**src/rtl/x_pattern_source.sv**
```systemverilog
// Serialises a loaded pattern word onto the single-bit FSM input x, one bit per DIV-cycle period.
// Optional build macro X_SRC_MSB_FIRST_EN sends the active field MSB first (default LSB first).
module x_pattern_source #(
    parameter int unsigned WIDTH = 16,
    parameter int unsigned DIV   = 4,
    parameter int unsigned LEN_W = $clog2(WIDTH + 1)
) (
    input  logic             clk,
    input  logic             reset,
    input  logic             load_valid,
    output logic             load_ready,
    input  logic [WIDTH-1:0] load_data,
    input  logic [LEN_W-1:0] load_len,
    input  logic             hold,
    output logic             x,
    output logic             x_strobe,
    output logic [LEN_W-1:0] bit_idx,
    output logic             busy,
    output logic             done
);

    localparam int unsigned DIV_W = (DIV > 1) ? $clog2(DIV) : 1;

    typedef enum logic [1:0] {
        S_IDLE,
        S_SHIFT,
        S_DONE
    } state_t;

    state_t             r_state, w_state_nxt;
    logic [WIDTH-1:0]   r_shift, w_shift_nxt;
    logic [LEN_W-1:0]   r_rem,   w_rem_nxt;
    logic [DIV_W-1:0]   r_div,   w_div_nxt;
    logic               r_x,     w_x_nxt;
    logic               r_strobe, w_strobe_nxt;
    logic [LEN_W-1:0]   r_idx,   w_idx_nxt;
    logic               r_busy,  w_busy_nxt;
    logic               r_done,  w_done_nxt;
    logic               r_ready, w_ready_nxt;

    logic [LEN_W-1:0]   w_len;
    logic [WIDTH-1:0]   w_load_word;
    logic               w_first_bit;
    logic [WIDTH-1:0]   w_next_word;
    logic               w_next_bit;

    // Effective length: 0 and anything above WIDTH both mean a full word
    always_comb begin
        w_len = load_len;
        if (load_len == '0 || load_len > LEN_W'(WIDTH)) begin
            w_len = LEN_W'(WIDTH);
        end
    end

`ifdef X_SRC_MSB_FIRST_EN
    // Left-align the active field so its top bit always sits at WIDTH-1
    assign w_load_word = load_data << (LEN_W'(WIDTH) - w_len);
    assign w_first_bit = w_load_word[WIDTH-1];
    assign w_next_word = r_shift << 1;
    assign w_next_bit  = r_shift[WIDTH-2];
`else
    assign w_load_word = load_data;
    assign w_first_bit = load_data[0];
    assign w_next_word = r_shift >> 1;
    assign w_next_bit  = r_shift[1];
`endif

    always_ff @(posedge clk or posedge reset) begin
        if (reset) begin
            r_state  <= S_IDLE;
            r_shift  <= '0;
            r_rem    <= '0;
            r_div    <= '0;
            r_x      <= 1'b0;
            r_strobe <= 1'b0;
            r_idx    <= '0;
            r_busy   <= 1'b0;
            r_done   <= 1'b0;
            r_ready  <= 1'b1;
        end else begin
            r_state  <= w_state_nxt;
            r_shift  <= w_shift_nxt;
            r_rem    <= w_rem_nxt;
            r_div    <= w_div_nxt;
            r_x      <= w_x_nxt;
            r_strobe <= w_strobe_nxt;
            r_idx    <= w_idx_nxt;
            r_busy   <= w_busy_nxt;
            r_done   <= w_done_nxt;
            r_ready  <= w_ready_nxt;
        end
    end

    // Next state and next registered outputs
    always_comb begin
        w_state_nxt  = r_state;
        w_shift_nxt  = r_shift;
        w_rem_nxt    = r_rem;
        w_div_nxt    = r_div;
        w_x_nxt      = r_x;
        w_strobe_nxt = 1'b0;
        w_idx_nxt    = r_idx;
        w_busy_nxt   = r_busy;
        w_done_nxt   = 1'b0;
        w_ready_nxt  = r_ready;

        unique case (r_state)
            S_IDLE: begin
                w_ready_nxt = 1'b1;
                w_x_nxt     = 1'b0;
                w_busy_nxt  = 1'b0;
                if (load_valid && r_ready) begin
                    w_state_nxt  = S_SHIFT;
                    w_shift_nxt  = w_load_word;
                    w_rem_nxt    = w_len;
                    w_div_nxt    = '0;
                    w_x_nxt      = w_first_bit;
                    w_strobe_nxt = 1'b1;
                    w_idx_nxt    = '0;
                    w_busy_nxt   = 1'b1;
                    w_ready_nxt  = 1'b0;
                end
            end

            S_SHIFT: begin
                w_ready_nxt = 1'b0;
                w_busy_nxt  = 1'b1;
                if (!hold) begin
                    if (r_div == DIV_W'(DIV - 1)) begin
                        if (r_rem == LEN_W'(1)) begin
                            w_state_nxt = S_DONE;
                            w_done_nxt  = 1'b1;
                            w_x_nxt     = 1'b0;
                            w_busy_nxt  = 1'b0;
                            w_rem_nxt   = '0;
                            w_div_nxt   = '0;
                        end else begin
                            w_shift_nxt  = w_next_word;
                            w_rem_nxt    = r_rem - LEN_W'(1);
                            w_div_nxt    = '0;
                            w_x_nxt      = w_next_bit;
                            w_strobe_nxt = 1'b1;
                            w_idx_nxt    = r_idx + LEN_W'(1);
                        end
                    end else begin
                        w_div_nxt = r_div + DIV_W'(1);
                    end
                end
            end

            S_DONE: begin
                w_state_nxt = S_IDLE;
                w_x_nxt     = 1'b0;
                w_busy_nxt  = 1'b0;
                w_ready_nxt = 1'b1;
            end

            default: begin
                w_state_nxt = S_IDLE;
                w_ready_nxt = 1'b1;
                w_x_nxt     = 1'b0;
                w_busy_nxt  = 1'b0;
            end
        endcase
    end

    assign load_ready = r_ready;
    assign x          = r_x;
    assign x_strobe   = r_strobe;
    assign bit_idx    = r_idx;
    assign busy       = r_busy;
    assign done       = r_done;

endmodule

```
**config.mk**
```make
export PLATFORM = sky130hd
export DESIGN_NAME = x_pattern_source
export DESIGN_NICKNAME = d
export VERILOG_FILES = /design/src/rtl/x_pattern_source.sv
export SDC_FILE = /design/constraint.sdc
export NUM_CORES = 1
export LEC_CHECK = 0
export BUFFER_PORTS_ARGS = -buffer_cell sky130_fd_sc_hd__buf_2
export CORE_UTILIZATION = 50
export DETAILED_ROUTE_END_ITERATION = 10
export PLACE_DENSITY = 0.74
export RECOVER_POWER = 100
export SLEW_MARGIN = 20
export SYNTH_ARGS = -nofsm -noshare
export SYNTH_HDL_FRONTEND = slang
export SYNTH_SLANG_ARGS = --single-unit
export TNS_END_PERCENT = 1
```
**constraint.sdc**
```tcl
create_clock -name clk -period 5.3 [get_ports clk]
set_input_delay 0.53 -clock clk [delete_from_list [all_inputs] [get_ports clk]]
set_output_delay 0.53 -clock clk [all_outputs]
set_load 0.005 [all_outputs]
```
[After elaboration in Yosys (flattened, before gate mapping)]
Cells that the tools add are included.
Storage, ports and cells
  output and inout bits: 10
  flip-flop bits (word level): 35
  word-level logic and storage cells: 76
  input bits: 25
Operators by class
  order comparisons: 1
  reduce and logical (&&, ||, !) cells: 10
  $add $sub $neg: 3
  multiplexer cells: 44
  equal/unequal tests: 8
Operators by type and width (count)
  16-bit two-way mux: 4
  5-bit two-way mux: 9
  16-bit case mux with 2 select lines: 1
  5-bit case mux with 2 select lines: 2
  1-bit two-way mux: 15
  2-bit two-way mux: 7
  2-bit != test (second input constant): 5
  1-bit case mux with 2 select lines: 4
  2-bit case mux with 2 select lines: 2
  4-bit AND reduction: 2
  5-bit by 1-bit adder with 5-bit output (second input constant): 1
  5-bit by 1-bit equality test with 1-bit output (second input constant): 1
  5-bit greater-than comparator (second input constant): 1
  5-bit zero test: 1
  5-bit AND reduction: 1
  5-bit by 1-bit subtractor with 5-bit output (second input constant): 1
  3-bit AND reduction: 1
  2-bit by 1-bit adder with 2-bit output (second input constant): 1
  2-bit by 1-bit equality test with 1-bit output (second input constant): 1
  2-bit equality test (second input constant): 1
  2-bit zero test: 1
  2-bit AND reduction: 1
  2-bit nonzero test: 1
  1-bit logical AND: 1
  1-bit logical OR: 1

[Longest topological paths before layout]
Gate-level depths: netlist of the first run.
  word-level depth: 5
  mapped depth: 8
  depth with buffers taken out: 6

[Least setup slack after synthesis of the first run]
No wires, ideal clock.
  kind: input port to flip-flop
  start point: input port load_len[0]
  end point: register r_rem[3]
  cell stages on the path: 5
  required time: 5.217 ns
  buffers on the path: 0
  data arrival time: 1.708 ns
  setup time: 0.083 ns
  slack: 3.509 ns
  cells stage by stage: or4_1 ha_1 nor3b_1 a31oi_1 o21ai_0
On the way
  word-level cells in the longest chain between the ends: 5
  elaborated cells on any way between the ends: 6
  classes of those cells: order compare: 1; mux: 3; reduce/logical: 2
RTL lines
  from (decl): RTL line 13  | input logic [LEN_W-1:0] load_len,
  5-bit greater-than comparator / 5-bit zero test (equally long branches): RTL line 50  | if (load_len == '0 || load_len > LEN_W'(WIDTH)) begin
  1-bit logical OR *: RTL line 50
  5-bit two-way mux *: RTL line 50
  5-bit two-way mux *: RTL line 112  | if (load_valid && r_ready) begin
  5-bit case mux with 2 select lines *: RTL line 107  | unique case (r_state)
  to (signal assigned): RTL line 83  | r_rem <= w_rem_nxt;
  to (decl): RTL line 32  | logic [LEN_W-1:0] r_rem, w_rem_nxt;
Mark *: on every way between the ends. The rest lies on a longest branch, timed or not. The select of a mux whose other input is x is not followed.
A chain may end at the register's enable or synchronous reset.

[Worst setup path in the final report of the first run]
  start point: register r_rem[1]
  end point: register r_idx[3], in the netlist bit_idx[3]
On the way
  word-level cells in the longest chain between the ends: 3
RTL lines
  5-bit by 1-bit equality test with 1-bit output: RTL line 130  | if (r_rem == LEN_W'(1)) begin
  2-bit != test (no source line)
  5-bit AND reduction (no source line)
  to (signal assigned): RTL line 87  | r_idx <= w_idx_nxt;
  to (decl): RTL line 36  | logic [LEN_W-1:0] r_idx, w_idx_nxt;
Every way passes these cells.

==> results_dict.tcl, run 1 <==
set metrics [dict create \
    outcome "finished with violations" \
    violations "capacitance limit, slew limit" \
    path_clk_slew_ns 0.11 \
    cts_setup_buffers 0 \
    ys_seq_area_frac 0.5048 \
    worst_slew_pin_slew_ns 1.806 \
    routedWlPerCell_um 13.78 \
    grt-ovfl-total 0 \
    boundaryPins 35 \
    hold_violations 0 \
    yosysWarnings 0 \
    setup_tns_ns 0 \
    cp_cell_sequence "inv_1, ha_1, or4b_1, o22ai_4, o21ai_0, a21oi_1" \
    dp.final_hpwl_mm 2.398 \
    dr.pass1.iters 4 \
    final_cell_mix "dfrtp_1, buf_2, o21ai_0" \
    worst_skew_pair.late_latency_ns 0.35 \
    critPathCaptureType "flop" \
    cts-buffers-inserted 5 \
    vias 1321 \
    p_leak_nw 0.9461 \
    min_path_type "in2reg" \
    die_h_um 60.10 \
    synth.area.top_cells "dfrtp_1, mux2i_1, o21ai_0, nand2_1, ha_1" \
    drive_above_1_share 0.1990 \
    ys_ff_latch 34 \
    nNetsFinal 230 \
    syn_to_final_growth_pct 14.45 \
    port_buffers 34 \
    maxCapViolations 1 \
    finalWirelength_mm 3.377 \
    grt_pass1_vias 1286 \
    fin_crit_ns 2.313 \
    crit_type "reg2reg" \
    cts_tree "done" \
    critical_path.top_delay_family "compound AO/OA/AOI/OAI gates" \
    crit_path_top_delay_cell "o22ai_4" \
    drc 0 \
    ys.flop_type "dfrtp_1" \
    die-area_mm2 0.003612 \
    avgSynthCellArea_um2 10.29 \
    row_count 20 \
    cp-start-kind "flop" \
    die_x_um 60.10 \
    antenna_left 0 \
    cts_root_buf "clkbuf_4" \
    drt-initial-drc-count 39 \
    core-area_mm2 0.003128 \
    start_util 0.5396 \
    required_ns 5.58 \
    hold_buffers 0 \
    clock-sinks 34 \
    vias_per_cell 5.392 \
    gp_congestion 0.8549 \
    antennaDiodeCount 0 \
    drv_slew 35 \
    setup_viol 0 \
    slowest_delay_ns 0.65 \
    p_per_area_mw_per_mm2 478.9 \
    slew_headroom -0.2038 \
    ys_types 34 \
    fin_crit_sh 0.4364 \
    synthArstFlopShare 1.000 \
    fmaxAchievable_mhz 432.3 \
    grt_pass1_wl_mm 5.478 \
    layout_commonest_cell "dfrtp_1" \
    cts_max_level 2 \
    worst_hold_slack_ns 0.4113 \
    grtUsageTotal 0.2110 \
    cts_buffer_depth 2 \
    cp_num_buf_inv 1 \
    synthCells 164 \
    synth_fp_nets 194 \
    peakVddDrop_uv 235.1 \
    rsz0062_at_grt "false" \
    critPathArrivalTime_ns 2.59 \
    synth_area_mm2 0.001688 \
    grt_max_degree 39 \
    cts-resized-gates 0 \
    fin_skew_ns 0.01496 \
    synth_area_leader_cell "dfrtp_1" \
    synth-edff-count 0 \
    antenna_found_initial 0 \
    synth_top_area_share 0.4893 \
    worstPathMaxFanout 38 \
]
==> sequential cells by signal, summed over array words and instances (netlist names) <==
name / flops
bit_idx: 5
busy: 1
done: 1
load_ready: 1
r_div: 2
r_rem: 5
r_shift: 15
r_state: 2
x: 1
x_strobe: 1
==> cells in the mapped netlist (all sizes together) (2+ instances only) <==
library cell	n
a21oi	6
a22o	3
and4bb	2
buf	5
clkbuf	2
dfrtp	33
ha	5
inv	8
mux2i	14
nand2	21
nand2b	2
nand3	2
nor2	10
nor2b	2
nor3	6
nor3b	2
o21ai	24
o311ai	2
or3	3
==> metrics by stage <==
| step | instance area (µm²) | instances | total power [mW] | setup WS, ns | util |
|---|---|---|---|---|---|
| finish | 1932 | 245 | 0.9252 | 2.987 | 0.6176 |
| global route | 1932 | 245 | 1.001 | 2.740 | 0.6176 |
| CTS | 1948 | 245 | 0.9406 | 3.025 | 0.6228 |
| detailed placement | 1869 | 237 | 0.7587 | 3.055 | 0.5976 |
| global placement | 1869 | 237 | 0.7346 | 3.204 | 0.5976 |
| floorplan | 1688 | 164 | 0.6745 | 3.510 | - |
==> power by group <==
part | internal (mW) | total [mW] | switching (mW)
Combinational | 0.146 | 0.323 | 0.177
Clock | 0.0906 | 0.179 | 0.0887
Sequential | 0.354 | 0.423 | 0.0688
==> per-layer routing <==
layer	up-vias	global-route usage	wire (µm)
li1	655	-	-
met1	619	0.2521	1495
met2	41	0.3501	1664
met3	6	0.06277	168
met4	0	0.08970	48
met5	-	0	0
==> kinds of logic (layout without fill, tap and decap cells) <==
| kind of cell | after synthesis | in the layout | share of synthesized area |
|---|---|---|---|
| buf+inv | 15 | 52 | 0.05262 |
| fa+ha+maj | 5 | 5 | 0.03706 |
| simple gates | 56 | 56 | 0.1757 |
| mux | 14 | 14 | 0.08302 |
| compound gates | 40 | 40 | 0.1468 |
| flops | 34 | 34 | 0.5048 |
==> cell type report <==
| cell class | instances | area [µm²] |
|---|---|---|
| clock buffer | 8 | 78.83 |
| timing repair buffer | 36 | 173.9 |
| tap | 44 | 55.05 |
| inverter | 8 | 30.03 |
| multi-input combinational | 115 | 742.0 |
| sequential | 34 | 852.1 |
| fill | 286 | 1196 |
==> path summary, 6_finish.rpt <==
kind	start	endpoint	cells after the start	slack, ns
min in group asynchronous	reset	r_rem[0]	3	0.81
min	load_data[15]	r_shift[15]	2	0.41
max	r_rem[1]	bit_idx[3]	6	2.99
min reg2reg	r_shift[13]	r_shift[13]	2	0.49
max reg2reg	r_rem[1]	bit_idx[3]	6	2.99
max in group asynchronous	reset	x_strobe	3	3.45
Power figures use the tool's default switching activity.
==> run 2: changes to the inputs <==
==> constraint.sdc (replaced) <==
create_clock -name clk -period 2.2 [get_ports clk]
set_input_delay 0.22 -clock clk [delete_from_list [all_inputs] [get_ports clk]]
set_output_delay 0.22 -clock clk [all_outputs]
set_load 0.005 [all_outputs]
==> run 2 against run 1 <==
Effect of this change:
- the flow now finishes without violations
- first-iteration DRC count rose by 44%
- setup slack got worse by 2.7 ns
- count of clock-buffer cells in the layout decreased by 3
- largest power group unchanged
==> results_dict.tcl, run 2 (synthesis results as in run 1) <==
set metrics [dict create \
    outcome "finished, final reports clean" \
    holdPathStages 2 \
    boundaryPins 35 \
    min_from "load_data[15]" \
    worstReg2RegEnd "r_rem[2]" \
    grt-ovfl-total 0 \
    die_h_um 60.10 \
    hold_violations 0 \
    finalWirelength_mm 3.247 \
    grt_pass1_vias 1270 \
    hold_end "r_shift[15]" \
    largest_reg_flops 15 \
    port_buffers 34 \
    required_ns 2.42 \
    cts_root_buf "clkbuf_4" \
    routedWlPerCell_um 13.04 \
    reg2reg_depth 5 \
    fmaxAchievable_mhz 514.9 \
    cts-resized-gates 0 \
    worst_skew_pair.late_latency_ns 0.34 \
    final_cell_mix "dfrtp_1, buf_2, o21ai_0" \
    setup_viol 0 \
    fin_skew_ns 0.01163 \
    fin_crit_ns 1.942 \
    row_count 20 \
    die-area_mm2 0.003612 \
    cts-buffers-inserted 5 \
    crit_type "reg2reg" \
    syn_to_final_growth_pct 16.16 \
    grtUsageTotal 0.2084 \
    start_util 0.5396 \
    antennaDiodeCount 0 \
    grt_pass1_wl_mm 5.395 \
    core-area_mm2 0.003128 \
    dr.pass1.iters 4 \
    regMostFlops "r_shift" \
    hold_buffers 1 \
    rr_startpoint "load_ready" \
    cp-start-kind "flop" \
    maxCapViolations 0 \
    layout_commonest_cell "dfrtp_1" \
    cts_max_level 2 \
    antenna_found_initial 0 \
    vias 1336 \
    die_x_um 60.10 \
    path_clk_slew_ns 0.11 \
    nNetsFinal 234 \
    vias_per_cell 5.365 \
    slew_headroom 0.4500 \
    power_mw 2.263 \
    gp_congestion 0.8080 \
    peakVddDrop_uv 624.7 \
    fin_crit_sh 0.8828 \
    p_per_area_mw_per_mm2 1154 \
    drive_above_1_share 0.2098 \
    drc 0 \
    worst_slew_pin_slew_ns 0.8251 \
    grt_max_degree 35 \
    antenna_left 0 \
    cts_buffer_depth 2 \
    drt-initial-drc-count 56 \
    dp.final_hpwl_mm 2.395 \
    rrSetupSlack_ns 0.26 \
    worst_hold_slack_ns 0.1032 \
    clock-sinks 34 \
    worstPathMaxFanout 8 \
    critPathArrivalTime_ns 2.16 \
    rsz0062_at_grt "false" \
    cts_tree "done" \
    cts_setup_buffers 0 \
    fin_util 0.6268 \
    min_path_type "in2reg" \
    drv_slew 0 \
    setup_tns_ns 0 \
    p_leak_nw 0.9639 \
    critPathCaptureType "flop" \
]
run 2: cell types whose count changed in the layout (fill, tap and decap cells not counted), sizes merged:
cell         delta
clkbuf          -2
dlygate4sd3     +1
buf             +2
clkinv          +2
bufinv          +1
run 2: area by class of cell:
cell class	count	area [µm²]
sequential	34	852.1
inverter	8	30.03
timing repair buffer	40	203.9
tap	44	55.05
clock buffer	5	37.54
fill	284	1167
multi-input combinational	115	742.0
clock inverter	3	40.04
run 2: stage by stage:
| step | setup WS (ns) | instance area [µm²] | std cells |
|---|---|---|---|
| 2_1_floorplan | 0.5381 | 1688 | 164 |
| 6_report | 0.2577 | 1961 | 249 |
| 3_3_place_gp | 0.4614 | 1892 | 240 |
| 3_5_place_dp | 0.3809 | 1892 | 240 |
| 4_1_cts | 0.3616 | 1979 | 249 |
| 5_1_grt | 0.1153 | 1961 | 249 |
run 2: how the worst max path moves through the flow:
stage,start,to,slack [ns],depth (start not counted)
floorplan,r_rem[1],r_shift[10],0.54,7
global placement,r_rem[1],r_shift[9],0.46,6
detailed placement,r_rem[1],bit_idx[3],0.38,7
CTS,r_rem[1],bit_idx[3],0.36,7
global route,load_ready,r_rem[2],0.12,5
finish,load_ready,r_rem[2],0.26,5
run 2: power breakdown:
group          switching, mW  internal, mW  total (mW)
clock                  0.211         0.235       0.447
combinational          0.423         0.367       0.790
sequential             0.173         0.853        1.03
total                  0.807          1.46        2.26
run 2: metal layers:
metal	share of wire	global-route usage	up-vias
met5	0	0	-
met4	0.011	0.1063	0
met3	0.080	0.08009	4
met2	0.47	0.3124	61
met1	0.44	0.2597	608
li1	-	-	663
run 2: worst max-delay path, cell delays in order (launching register included):
cell	delay (ns)
dfstp_1	0.58
and4bb_1	0.29
clkbuf_1	0.37
nor2_1	0.21
o21ai_0	0.24
o311ai_1	0.13
